--- config.mk ---
export PLATFORM = sky130hd
export DESIGN_NAME = seq_alu_unit
export DESIGN_NICKNAME = d
export VERILOG_FILES = /design/src/rtl/seq_alu_unit.sv
export SDC_FILE = /design/constraint.sdc
export NUM_CORES = 1
export LEC_CHECK = 0
export CAP_MARGIN = 30
export CORE_MARGIN = 5
export CORE_UTILIZATION = 47
export CTS_BUF_LIST = sky130_fd_sc_hd__clkbuf_16
export CTS_CLUSTER_DIAMETER = 150
export DETAILED_ROUTE_END_ITERATION = 8
export GPL_ROUTABILITY_DRIVEN = 0
export HOLD_SLACK_MARGIN = 0.08
export PLACE_DENSITY = 0.83
export SLEW_MARGIN = 20
export SYNTH_ARGS = -nofsm -noshare
export SYNTH_HDL_FRONTEND = slang
export SYNTH_SLANG_ARGS = --single-unit
--- constraint.sdc ---
create_clock -name clk -period 1.3 [get_ports clk]
set_input_delay 0.13 -clock clk [delete_from_list [all_inputs] [get_ports clk]]
set_output_delay 0.13 -clock clk [all_outputs]
set_load 0.02 [all_outputs]
--- src/rtl/seq_alu_unit.sv ---
// Multi-cycle WIDTH-bit ALU: single-cycle ADD/SUB, iterative one-bit-per-clock SHL/SHR-arithmetic.
// Optional macro SEQ_ALU_SAT_EN makes ADD/SUB results saturate on signed overflow.
module seq_alu_unit #(
    parameter int WIDTH   = 16,
    parameter int SHAMT_W = $clog2(WIDTH)
) (
    input  logic               clk,
    input  logic               rst_n,
    input  logic               start_i,
    input  logic [1:0]         mode_i,
    input  logic [WIDTH-1:0]   A_i,
    input  logic [WIDTH-1:0]   B_i,
    input  logic [SHAMT_W-1:0] shamt_i,
    output logic               busy_o,
    output logic               done_o,
    output logic [WIDTH-1:0]   Y_o,
    output logic               cout_o,
    output logic               ovfl_o,
    output logic               zero_o
);

    typedef enum logic {
        IDLE,
        SHIFT
    } state_t;

    state_t             state_q, state_d;
    logic [WIDTH-1:0]   y_q, y_d;
    logic [SHAMT_W-1:0] cnt_q, cnt_d;
    logic               shr_q, shr_d;
    logic               busy_q, busy_d;
    logic               done_q, done_d;
    logic               cout_q, cout_d;
    logic               ovfl_q, ovfl_d;

    logic               isSub;
    logic [WIDTH-1:0]   opB;
    logic [WIDTH:0]     sum;
    logic               arithOvfl;
    logic [WIDTH-1:0]   arithY;

    // Subtraction is A + ~B + 1, so one adder serves both arithmetic modes.
    assign isSub     = mode_i[0];
    assign opB       = isSub ? ~B_i : B_i;
    assign sum       = {1'b0, A_i} + {1'b0, opB} + {{WIDTH{1'b0}}, isSub};
    assign arithOvfl = (A_i[WIDTH-1] == opB[WIDTH-1]) && (sum[WIDTH-1] != A_i[WIDTH-1]);

`ifdef SEQ_ALU_SAT_EN
    always_comb begin
        arithY = sum[WIDTH-1:0];
        if (arithOvfl) begin
            arithY = A_i[WIDTH-1] ? {1'b1, {(WIDTH-1){1'b0}}} : {1'b0, {(WIDTH-1){1'b1}}};
        end
    end
`else
    assign arithY = sum[WIDTH-1:0];
`endif

    always_comb begin
        state_d = state_q;
        y_d     = y_q;
        cnt_d   = cnt_q;
        shr_d   = shr_q;
        busy_d  = busy_q;
        done_d  = 1'b0;
        cout_d  = cout_q;
        ovfl_d  = ovfl_q;
        unique case (state_q)
            IDLE: begin
                if (start_i) begin
                    if (mode_i[1]) begin
                        y_d    = arithY;
                        cout_d = sum[WIDTH];
                        ovfl_d = arithOvfl;
                        done_d = 1'b1;
                    end else begin
                        y_d    = B_i;
                        cout_d = 1'b0;
                        ovfl_d = 1'b0;
                        shr_d  = mode_i[0];
                        if (shamt_i == '0) begin
                            done_d = 1'b1;
                        end else begin
                            cnt_d   = shamt_i;
                            busy_d  = 1'b1;
                            state_d = SHIFT;
                        end
                    end
                end
            end
            SHIFT: begin
                // Direction comes from the latched mode; live inputs may change while busy.
                if (shr_q) begin
                    cout_d = y_q[0];
                    y_d    = {y_q[WIDTH-1], y_q[WIDTH-1:1]};
                end else begin
                    cout_d = y_q[WIDTH-1];
                    y_d    = {y_q[WIDTH-2:0], 1'b0};
                end
                cnt_d = cnt_q - 1'b1;
                if (cnt_q == SHAMT_W'(1)) begin
                    busy_d  = 1'b0;
                    done_d  = 1'b1;
                    state_d = IDLE;
                end
            end
            default: state_d = IDLE;
        endcase
    end

    always_ff @(posedge clk or negedge rst_n) begin
        if (!rst_n) begin
            state_q <= IDLE;
            y_q     <= '0;
            cnt_q   <= '0;
            shr_q   <= 1'b0;
            busy_q  <= 1'b0;
            done_q  <= 1'b0;
            cout_q  <= 1'b0;
            ovfl_q  <= 1'b0;
        end else begin
            state_q <= state_d;
            y_q     <= y_d;
            cnt_q   <= cnt_d;
            shr_q   <= shr_d;
            busy_q  <= busy_d;
            done_q  <= done_d;
            cout_q  <= cout_d;
            ovfl_q  <= ovfl_d;
        end
    end

    assign busy_o = busy_q;
    assign done_o = done_q;
    assign Y_o    = y_q;
    assign cout_o = cout_q;
    assign ovfl_o = ovfl_q;
    assign zero_o = (y_q == '0);

endmodule

# Word level (Yosys, flattened, before mapping)

Index checks and enable logic that the tools add are counted.

Multiplexer cells: 29
Bitwise logic cells: 3
Equality and inequality tests: 8
$add $sub $neg: 3
Reduce and logical (&&, ||, !) cells: 8

Operators with widths:

| operator            | count |
|---|---|
| $mux 16             | 4 |
| $pmux 16 s2         | 1 |
| $add 16x16->17      | 1 |
| $add 17x1->17       | 1 |
| $logic_not 16->1    | 1 |
| $mux 1              | 16 |
| $not 16->16         | 1 |
| $mux 4              | 3 |
| $ne 2x2->1 const B  | 4 |
| $pmux 1 s2          | 4 |
| $pmux 4 s2          | 1 |
| $reduce_and 3->1    | 2 |
| $eq 4x1->1 const B  | 1 |
| $logic_not 4->1     | 1 |
| $reduce_and 2->1    | 2 |
| $reduce_and 4->1    | 1 |
| $sub 4x1->4 const B | 1 |
| $ne 2x1->1 const B  | 1 |
| $not 1->1           | 2 |
| $eq 1x1->1          | 1 |
| $logic_and 1x1->1   | 1 |
| $ne 1x1->1          | 1 |

Word-level logic and storage cells: 60
Output and inout port bits: 21
Input bits: 41
Flip-flop bits (word level): 26

# Longest topological paths before layout

Gate-level depths: netlist of run 1.

Depth after elaboration: 7
Mapped depth: 10
Gate-level depth less buffers: 8

# Worst setup path after synthesis of run 1

Ideal clock, no wire load.

Kind: input -> register
From: input port mode_i[0]
To: register y_q[13] (netlist: Y_o[13])
Cell stages on the path: 10
Slack: -0.940 ns
Library setup time: 0.120 ns
Data required time: 1.180 ns
Buffers on the path: 3
Arrival: 2.120 ns
Path through: buf_2 buf_2 xor2_1 ha_1 buf_6 a21o_2 a311o_1 a41oi_1 nand3_1 a31o_1

Cells in the longest elaborated chain, start to end: 6

Ends and longest elaborated chain:

| element              | RTL line | text |
|---|---|---|
| start, declared      | 10       | `input logic [1:0] mode_i,` |
| $mux 16              | 44       | `assign opB = isSub ? ~B_i : B_i;` |
| $add 16x16->17       | 45       | `assign sum = {1'b0, A_i} + {1'b0, opB} + {{WIDTH{1'b0}}, isSub};` |
| $add 17x1->17 *      | 45       |  |
| $mux 16 *            | 71       | `if (mode_i[1]) begin` |
| $mux 16 *            | 70       | `if (start_i) begin` |
| $pmux 16 s2 *        | 68       | `unique case (state_q)` |
| end signal, assigned | 123      | `y_q <= y_d;` |
| end, declared        | 28       | `logic [WIDTH-1:0] y_q, y_d;` |

Mark *: on every way between the ends. The rest lies on a longest branch, timed or not. The select of a mux whose other input is x is not followed.
A chain may end at the register's enable or synchronous reset.

# Final worst setup path of run 1

Same ends and word-level chain as after synthesis.

==> results.py, run 1 <==
metrics = {
    "run_status": {
        "status": "complete, but fails checks",
        "violations": "negative setup slack",
    },
    "pwr": {
        "power_mw": 7.80,
        "power_leakage_nw": 2.21,
        "peakVddDrop_v": 0.00107,
        "cellPowerDensity_mw_per_mm2": 1680,
    },
    "synth": {
        "synthMuxAreaShare_pct": 9.09,
        "synth_cell_type_count": 60,
        "synth_xor_area_share_pct": 8.23,
        "syn_nets": 383,
        "synth_adder_area_share_pct": 8.86,
        "yosysSeqAreaShare_pct": 23.5,
        "synth.largest_area_cell": "dfrtp_1",
        "yosysWarnings": 0,
        "synth-compound-area-share_pct": 26.7,
        "ys_async_sr_fraction_pct": 100,
        "syn_area_sq_mm": 0.00277,
        "synth_area_leaders": "dfrtp_1 24%, mux2i_1 8.7%, ha_1 8.1%",
        "synth_edf_count": 0,
        "synth_cells": 323,
        "synthFlopType": "dfrtp_1",
        "yosys.area_share.simple_pct": 17.6,
        "synth_top_area_share_pct": 23.5,
        "synth_area_per_cell_sq_um": 8.57,
        "synth_top_family_by_area": "compound AO/OA/AOI/OAI gates",
        "yosys_register_bits": 26,
    },
    "placed_design": {
        "dp.final_hpwl_microns": 7250,
        "io_buffer_count": 61,
    },
    "sta": {
        "maxSlewViolCount": 0,
        "rsz0062_at_grt": "true",
        "tns_ns": -10.90,
        "fin_skew_ns": 0.00268,
        "finalCritPeriodShare_pct": 165,
        "worst_slack_ns": -0.848,
        "setup_violations": 18,
        "hold_violations": 0,
        "maxSlewHeadroom_pct": 73.2,
        "post-route-min-period_ns": 2.15,
        "max_freq_mhz": 466,
        "worstMarginPinSlew_ns": 0.401,
    },
    "clock_network": {
        "htreeDepth": 1,
        "cts-root-buf": "clkbuf_16",
        "cts_max_path_buffers": 2,
        "cts_hold_buf": 0,
        "numCtsBuffers": 3,
        "path_clk_slew_ns": 0.07,
        "clk_latency_ns": 0.27,
        "cts_tree": "done",
        "clkSinkCount": 26,
    },
    "detailed_routing": {
        "via_count": 3500,
        "drc": 0,
        "drtIter0Drc": 364,
        "ant_nets": 0,
        "wirelength_microns": 11700,
        "vias_per_cell": 6.32,
        "routedWlPerCell_microns": 21.1,
        "drtPass1Iterations": 4,
    },
    "cells_and_area": {
        "register_area_sq_um": 651,
        "fin_nets": 540,
        "fill_cells": 363,
        "antennaDiodeCount": 0,
        "multi_input_area_sq_mm": 0.00226,
        "area_delta_synth_final_pct": 67.6,
        "layout-drive-gt1-share_pct": 38.0,
    },
    "floorplan": {
        "die_x_microns": 86.7,
        "die_height_microns": 86.7,
        "rows": 28,
        "start_util_pct": 47.6,
        "pin_count": 62,
        "core-area_sq_mm": 0.00582,
        "dieArea_sq_mm": 0.00752,
    },
    "setup_path": {
        "reg2reg_depth": 6,
        "crit_type": "in2reg",
        "startpoint_type": "input pin",
        "arrival_ns": 2.30,
        "worst_setup_path_end_kind": "register",
        "reg2reg_to": "Y_o[11]$_DFFE_PN0N_",
        "regToRegStartpoint": "Y_o[11]$_DFFE_PN0N_",
        "cp_max_fo": 5,
        "cp.required_ns": 1.45,
        "rrSetupSlack_ns": -0.31,
    },
    "grt": {
        "gr-usage-all-layers_pct": 27.9,
        "first_global_vias": 3422,
        "grt_max_degree": 27,
        "grt-ovfl-total": 0,
        "antenna_found_initial": 0,
        "grt_first_pass_wirelength_microns": 16500,
    },
    "worst_hold_path": {
        "hold_path_class": "in2async",
    },
    "flow_run": {
        "cap_violations": 0,
    },
}
[where the power goes]
group	internal (mW)	total (mW)	switching [mW]
logic	2.49	5.31	2.82
registers	1.22	1.56	0.345
clock network	0.614	0.923	0.309
total	4.32	7.80	3.48
[registers in the layout, indices dropped and copies added (netlist names)]
signal   count
ovfl_o       1
done_o       1
Y_o         16
cnt_q        4
cout_o       1
state_q      1
busy_o       1
shr_q        1
[logic make-up after synthesis]
kind of cell | after synthesis
adders and majority gates | 19
AOI/OAI and AO/OA | 102
DFF | 26
xor gates and xnor gates | 26
and+or+nand+nor | 94
muxes | 25
buffers and inverters | 31
[cell usage in the layout (no fill, tap or decap), types with 3 or more instances in the layout]
master,n
nand4_1,4
a21oi_1,20
mux2i_1,23
and3_1,8
a21o_1,11
dlymetal6s2s_1,7
a211oi_2,5
xor2_1,21
o21ai_0,13
ha_4,4
buf_4,101
nor3_1,8
nand2_1,16
inv_1,9
dlygate4sd2_1,29
clkdlybuf4s15_1,4
clkdlybuf4s50_1,17
ha_2,4
buf_6,10
nor2_1,19
ha_1,10
o221ai_1,6
o211ai_1,4
nor4_2,4
dfrtp_1,26
nor2_2,4
a311oi_1,5
nor2b_1,13
a21oi_2,4
clkbuf_16,3
[stage by stage]
stage               instances  util [%]  cell area, sq um  hold slack (ns)  worst slack, ns
floorplan                 323         -              2840           -0.166           -0.695
global placement          529      70.1              4080            0.519            -1.23
detailed placement        529      70.1              4080            0.533            -1.28
CTS                       549      76.9              4470            0.254           -0.658
global route              554      79.8              4640            0.280           -0.898
finish                    554      79.8              4640            0.259           -0.848
[worst max-delay path: stages]
cell,delay (ns)
buf_8,0.10
buf_12,0.13
buf_12,0.14
xor2_1,0.14
ha_1,0.36
nand4_1,0.19
buf_4,0.19
nor2_1,0.21
o211ai_1,0.24
a21o_1,0.22
a31o_1,0.24
[routing by layer]
metal	vias up	GRT usage (%)	wire, microns
met5	-	0	0
met4	0	12.3	546
met3	56	2.09	890
met2	227	50.8	5980
met1	1693	33.4	4260
li1	1524	-	-
[cells in the mapped netlist, types with 2 or more instances]
library cell,n
buf_1,2
clkbuf_1,7
dfrtp_1,26
o311ai_0,2
nor3_1,8
a211oi_1,7
nand4_1,4
o221ai_1,7
buf_6,4
o22ai_1,2
xor2_1,24
nor4_1,5
or2_2,2
ha_1,18
a41oi_1,3
nor2_1,24
a21o_2,2
buf_2,6
a21oi_1,24
xnor2_1,2
mux2i_1,24
a21o_1,11
nand3_1,3
and3_1,8
inv_1,10
nand2_1,19
o211ai_1,4
a311oi_1,5
o21ai_0,17
nor2b_1,13
[what timing repair did]
item | in CTS | in global routing
resized for setup | 96 | 37
setup buffers | 17 | 5
pin swaps | 66 | 32
endpoints found under the setup margin | 43 | 25
gates cloned | 0 | 0
[worst max-delay path by stage]
stage / startpoint / to / slack [ns] / depth (start not counted)
finish: mode_i[0] / Y_o[13]$_DFFE_PN0N_ / -0.85 / 11
global route: mode_i[0] / Y_o[10]$_DFFE_PN0N_ / -0.90 / 10
CTS: mode_i[0] / Y_o[12]$_DFFE_PN0N_ / -0.66 / 10
detailed placement: mode_i[0] / ovfl_o$_DFFE_PN0P_ / -1.28 / 9
global placement: B_i[0] / Y_o[12]$_DFFE_PN0N_ / -1.23 / 9
floorplan: mode_i[0] / Y_o[15]$_DFFE_PN0P_ / -0.69 / 10
[layout make-up]
type	instances	area share [%]
Clock inverter	1	0.647
Clock buffer	3	1.62
Tap cell	75	2.02
Timing Repair Buffer	173	32.1
Inverter	10	0.809
Multi-Input combinational cell	266	48.8
Sequential cell	26	14.0
No activity file was read; power rests on OpenSTA's default activity.
==> run 2, diff against run 1 <==
PLACE_DENSITY = 0.85   (was 0.83)
==> results.py, run 2 (same netlist as run 1, synthesis figures left out) <==
metrics = {
    "run_status": {
        "status": "complete, but fails checks",
        "violations": "negative setup slack",
    },
    "floorplan": {
        "die_height_microns": 86.7,
        "core-area_sq_mm": 0.00582,
        "dieArea_sq_mm": 0.00752,
        "start_util_pct": 47.6,
        "rows": 28,
        "pin_count": 62,
        "die_x_microns": 86.7,
    },
    "grt": {
        "grt-ovfl-total": 0,
        "first_global_vias": 3550,
        "grt_first_pass_wirelength_microns": 17800,
        "gr-usage-all-layers_pct": 30.5,
        "busiest_layer": "met2",
        "grt_use_met1_pct": 33.2,
        "grt_use_met2_pct": 55.4,
        "gr-usage-met3_pct": 4.66,
        "antenna_found_initial": 0,
        "grt_max_degree": 27,
    },
    "sta": {
        "post-route-min-period_ns": 1.97,
        "tns_ns": -8.59,
        "fin_skew_ns": 0.00188,
        "worst_slack_ns": -0.667,
        "maxSlewHeadroom_pct": 69.4,
        "max_freq_mhz": 508,
        "finalCritPeriodShare_pct": 151,
        "whs_ns": 0.243,
        "worstMarginPinSlew_ns": 0.454,
        "hold_violations": 0,
        "rsz0062_at_grt": "true",
        "maxSlewViolCount": 0,
        "setup_violations": 23,
    },
    "cells_and_area": {
        "area_delta_synth_final_pct": 75.5,
        "multi_input_area_sq_mm": 0.00249,
        "final_common_cell": "buf_4",
        "fin_nets": 540,
        "fill_cells": 321,
        "layout_common_cells": "104 x buf_4, 26 x dfrtp_1, 23 x mux2i_1",
        "largest_register_ffs": 16,
        "layout-drive-gt1-share_pct": 43.8,
        "antennaDiodeCount": 0,
        "register_area_sq_um": 651,
    },
    "detailed_routing": {
        "drtIter0Drc": 543,
        "drtPass1Iterations": 5,
        "vias_per_cell": 6.76,
        "drc": 0,
        "wirelength_microns": 13700,
        "via_count": 3745,
        "ant_nets": 0,
        "routedWlPerCell_microns": 24.6,
    },
    "setup_path": {
        "regToRegStartpoint": "state_q$_DFF_PN0_",
        "crit_type": "in2reg",
        "slowest_stage": "fa_2",
        "cp_max_fo": 4,
        "arrival_ns": 2.10,
        "cp-startpoint": "B_i[0]",
        "slowest_delay_ns": 0.43,
        "startpoint_type": "input pin",
        "cp.required_ns": 1.43,
        "crit_chain": "buf_8 -> mux2i_4 -> inv_2 -> fa_2 -> a211oi_4 -> o21ai_4 -> a41oi_4 -> xor2_2 -> o221ai_2",
        "worst_setup_path_end_kind": "register",
    },
    "placed_design": {
        "dp.final_hpwl_microns": 7590,
        "io_buffer_count": 61,
    },
    "pwr": {
        "cellPowerDensity_mw_per_mm2": 1710,
        "power_mw": 8.30,
        "peakVddDrop_v": 0.00109,
        "power_leakage_nw": 2.23,
    },
    "clock_network": {
        "clk_latency_ns": 0.27,
        "cts_hold_buf": 0,
        "path_clk_slew_ns": 0.07,
        "cts_max_path_buffers": 2,
        "clkSinkCount": 26,
        "numCtsBuffers": 3,
        "cts_tree": "done",
        "htreeDepth": 1,
        "cts-root-buf": "clkbuf_16",
    },
    "flow_run": {
        "cap_violations": 0,
    },
    "worst_hold_path": {
        "hold_path_class": "in2async",
    },
}
## run 2: cell count changes in the layout (fill, tap and decap cells not counted), moves of 4 or more
cell / before / now
clkdlybuf4s15_1: 4 / 11
clkbuf_2: 1 / 5
ha_4: 4 / 8
xor2_1: 21 / 13
nand2_2: 1 / 8
clkdlybuf4s50_1: 17 / 10
xor2_2: 2 / 7
dlygate4sd2_1: 29 / 21
nand2_1: 16 / 11
## run 2: report_power, final
| group | switching, mW | leakage [nW] | total (mW) | internal (mW) |
|---|---|---|---|---|
| Sequential | 0.415 | 0.314 | 1.63 | 1.22 |
| Clock | 0.323 | 0.0511 | 0.938 | 0.615 |
| Combinational | 3.14 | 1.86 | 5.73 | 2.59 |
## run 2: metal layers
layer / vias to the layer above / routed length, microns
li1: 1512 / -
met1: 1765 / 4750
met2: 343 / 6470
met3: 125 / 1280
met4: 0 / 1160
met5: - / 0
## run 2: critical path: cells and delay by family
| kind | cells | cell delay, ns |
|---|---|---|
| buf+inv | 2 | 0.15 |
| fa+ha+maj | 1 | 0.43 |
| mux | 1 | 0.22 |
| compound gates | 4 | 0.87 |
| xor+xnor | 1 | 0.28 |
## run 2: path summary, 6_finish.rpt
path,endpoint,slack [ns],depth (start not counted)
min,cout_o$_DFFE_PN0N_,0.24,2
max reg2reg,Y_o[11]$_DFFE_PN0N_,-0.42,6
min in group clk,cnt_q[3]$_DFFE_PN0P_,0.28,3
max,Y_o[10]$_DFFE_PN0N_,-0.67,9
min reg2reg,busy_o$_DFFE_PN0P_,0.54,2
max in group asynchronous,cnt_q[2]$_DFFE_PN0P_,0.78,2
## run 2: layout make-up
cell class | instances | share of cell area [%]
repair buffers | 173 | 30.5
well taps | 75 | 1.93
flip-flops and latches | 26 | 13.4
clock inverters | 1 | 0.618
multi-input cells | 266 | 51.2
inverters | 10 | 0.773
clock buffers | 3 | 1.55
## run 2: per-stage QoR
stage	worst slack, ns	cells	instance area (sq um)	util [%]
final	-0.667	554	4860	83.5
after global placement	-1.24	529	4080	70.1
after detailed placement	-1.34	529	4080	70.1
after CTS	-0.568	541	4460	76.7
after floorplan	-0.695	323	2840	-
after global routing	-0.697	554	4860	83.5
## run 2: timing repair
action	in CTS	in global routing
pin swaps	72	46
endpoints found under the setup margin	43	31
gates cloned	1	0
gates resized for setup	121	71
buffers inserted	7	14
==> RTL edit 1, RTL diff (settings of run 2) <==
Change the parameter `WIDTH` from 16 to 64.
--- a/src/rtl/seq_alu_unit.sv
+++ b/src/rtl/seq_alu_unit.sv
@@ -1,7 +1,7 @@
 // Multi-cycle WIDTH-bit ALU: single-cycle ADD/SUB, iterative one-bit-per-clock SHL/SHR-arithmetic.
 // Optional macro SEQ_ALU_SAT_EN makes ADD/SUB results saturate on signed overflow.
 module seq_alu_unit #(
-    parameter int WIDTH   = 16,
+    parameter int WIDTH   = 64,
     parameter int SHAMT_W = $clog2(WIDTH)
 ) (
     input  logic               clk,
Ports: changed (resized A_i, B_i, Y_o and shamt_i); port bits go from 62 to 208. The function was not compared with the original's and may differ.
==> RTL edit 1 against run 2 <==
Area after synthesis rose to 3.4 times the old value. The flow now stops in 5_1_grt.
==> RTL edit 1: results (changes against run 2) <==
clock_network:
  cts_buffer_depth: 2  # unchanged
  cts-root-buf: "clkbuf_16"
  cts_made_buffers: 9  # +6
  htree_num_levels: 3  # +2
  cts.sinks: 76  # +190%
timing:
  worst_path_end_type: "sequential cell input"
  worstEndpointGrtRepair: "ovfl_o$_DFFE_PN0P_/D"
logic_synthesis:
  synth_xor_xnor_area_share_pct: 11.8  # +3.5 points
  synth_compound_area_share_pct: 28.3  # +1.6 points
  muxShareOfSynthArea_pct: 7.56  # -1.5 points
  yosysUniqueCellTypes: 66  # +10%
  synthAdderAreaFrac_pct: 9.08  # +0.22 points
  async_reset_ff_share_pct: 100  # unchanged
  avgSynthCellArea_sq_um: 7.84  # -8.5%
  syn_nets: 1394  # +260%
  synthTopCellsByCount: "127 x a21oi_1, 89 x xor2_1, 78 x nor2_1"
  seq_area_frac_synth_pct: 20.4  # -3.1 points
  synth_area_leaders: "dfrtp_1 20%, ha_1 8.9%, xor2_1 8.4%, a21oi_1 6.8%, mux2i_1 5.3%"
  yosysWarnings: 0  # unchanged
  synth.most_common_cell: "a21oi_1"
outcome:
  haltStage: "5_1_grt"
  status: "did not finish"
  stop_error: "[ERROR GRT-0232] Routing congestion too high. Check the congestion heatmap in the GUI."
grt:
  grt_max_degree: 77
  grt_use_total_pct: 65.1
  overflow: 12
placement:
  dp_hpwl_mm: 30.5  # +300%
  dp_slack_ns: -2.17  # -0.821 ns
  numPortBuffers: 207  # +240%
  placedCellCount: 1936  # +270%
==> RTL edit 1: repair_timing <==
item / 4_1_cts
setup endpoints to repair: 141
buffers inserted: 64
resized for setup: 477
hold buffers: 1
gates cloned: 5
pin swaps: 145
hold endpoints to repair: 76
==> RTL edit 1: cell families after synthesis <==
| logic type | after synthesis |
|---|---|
| compound gates | 406 |
| buf+inv | 115 |
| mux | 68 |
| flops | 76 |
| simple gates | 331 |
| xor+xnor | 125 |
| fa+ha+maj | 67 |
==> RTL edit 1: routing by layer <==
| layer | GRT overflow | track usage [%] |
|---|---|---|
| met4 | 7 | 65.7 |
| met2 | 5 | 83.9 |
| met1 | 0 | 66.3 |
| met3 | 0 | 45.6 |
| met5 | 0 | 5.45 |
==> RTL edit 1: metrics by stage <==
stage / hold slack [ns] / cell area [sq um]
after CTS: 0.208 / 16200
after floorplan: -0.166 / 9640
after detailed placement: 0.201 / 14400
after global placement: 0.198 / 14400
==> RTL edit 2, RTL diff (flow settings as in run 2) <==
Made on the original files. Remove the register `done_q`: a continuous assignment takes its place, so the output `done_o` follows one clock earlier.
--- a/src/rtl/seq_alu_unit.sv
+++ b/src/rtl/seq_alu_unit.sv
@@ -115,7 +115,6 @@
             cnt_q   <= '0;
             shr_q   <= 1'b0;
             busy_q  <= 1'b0;
-            done_q  <= 1'b0;
             cout_q  <= 1'b0;
             ovfl_q  <= 1'b0;
         end else begin
@@ -124,11 +123,12 @@
             cnt_q   <= cnt_d;
             shr_q   <= shr_d;
             busy_q  <= busy_d;
-            done_q  <= done_d;
             cout_q  <= cout_d;
             ovfl_q  <= ovfl_d;
         end
     end
+
+    assign done_q = done_d;
 
     assign busy_o = busy_q;
     assign done_o = done_q;
Function: changed (a bounded check fails within 4 cycles, from zero or initial values and one cycle with rst_n low).
==> RTL edit 2 against run 2 <==
Hold slack worse by 0.0083 ns. Sequential cell count decreased by 1. Routed wire length is 10% higher. Largest power group unchanged. Critical path type unchanged. Clock skew increased by 0.0071 ns. Global-route usage down 0.49 points. Setup slack got worse by 0.075 ns. Design area rose by 2.4%. Synthesized cell count shrank 0.31%. The flow still finishes with violations (setup timing). Power grew 3.9%. Area after synthesis fell by 0.99%.
==> RTL edit 2: results (changes against run 2) <==
finish:
  nets: 557  # +3.1%
  multi_input_area_share_pct: 50.3  # -0.87 points
  num-nonclk-buffers: 191  # +10%
  seq_cells: 25  # -3.8%
  final_cells: 568  # +2.5%
  multi_input_area_sq_um: 2500  # +0.65%
worst_setup_path:
  r2r_slack_ns: -0.51  # -0.09 ns
  critPathLaunch: "A_i[7]"
  reg2regPathDepth: 5  # -1
logic_synthesis:
  synth_compound_area_share_pct: 26.8  # +0.18 points
  synthAdderAreaFrac_pct: 8.95  # +0.089 points
  syn_nets: 382  # -0.26%
  seq_area_frac_synth_pct: 22.8  # -0.68 points
  synth_area_leaders: "dfrtp_1 23%, mux2i_1 8.4%, ha_1 8.2%, xor2_1 7.7%, a21oi_1 4.4%"
  yosysUniqueCellTypes: 63  # +5.0%
  synth_xor_xnor_area_share_pct: 8.31  # +0.083 points
grt:
  grt_use_total_pct: 30.0  # -0.49 points
  use_met3_pct: 4.85  # +0.19 points
  grt_pass1_wl_mm: 17.9  # +0.31%
  use_met1_pct: 34.5  # +1.3 points
  met2_usage_pct: 52.6  # -2.8 points
pwr:
  irDropWorstVdd_mv: 1.17  # +6.8%
  p_leak_nw: 2.32  # +3.9%
outcome:
  violations: "setup timing"
  status: "finished with violations"
detailed_routing:
  highest_layer: "met5"
  wl_met2_mm: 6.98  # +7.9%
placement:
  dpl_cell_area_sq_um: 4160  # +2.0%
  dp_slack_ns: -1.29  # +0.0527 ns
timing:
  holdWs_ns: 0.235  # -0.00831 ns
  finalSetupViolations: 24  # +4.3%
  setup_ws_ns: -0.741  # -0.0747 ns
  slew-limit-headroom_pct: 63.5  # -5.9 points
floorplanning:
  die-width_um: 86.4  # -0.44%
[RTL edit 2: cell types whose count changed after synthesis, moves of 2 or more]
cell	change
buf_2	+2
o21ai_0	-4
o21ai_1	+4
inv_1	-2
inv_2	+2
a21o_2	-2
a21o_1	+2
[RTL edit 2: power by group through the flow]
stage          clock network, mW  registers, mW  logic [mW]
3_5_place_dp                   0           1.43        5.00
4_1_cts                    0.706           1.47        5.09
2_1_floorplan                  0           1.86        2.31
5_1_grt                    0.779           1.63        6.50
3_3_place_gp                   0           1.41        4.81
6_report                   0.755           1.62        6.24
[RTL edit 2: critical path: stages]
cell and delay, ns:
clkdlybuf4s50_1 0.51, ha_4 0.24, a2111oi_4 0.50, o21ai_4 0.19, a221oi_4 0.31, xnor2_1 0.14, a21o_1 0.17
[RTL edit 2: repair_timing]
action,CTS,global route
cloned,0,0
pin swaps,55,46
endpoints found under the setup margin,45,27
setup buffers,19,14
gates resized for setup,95,83
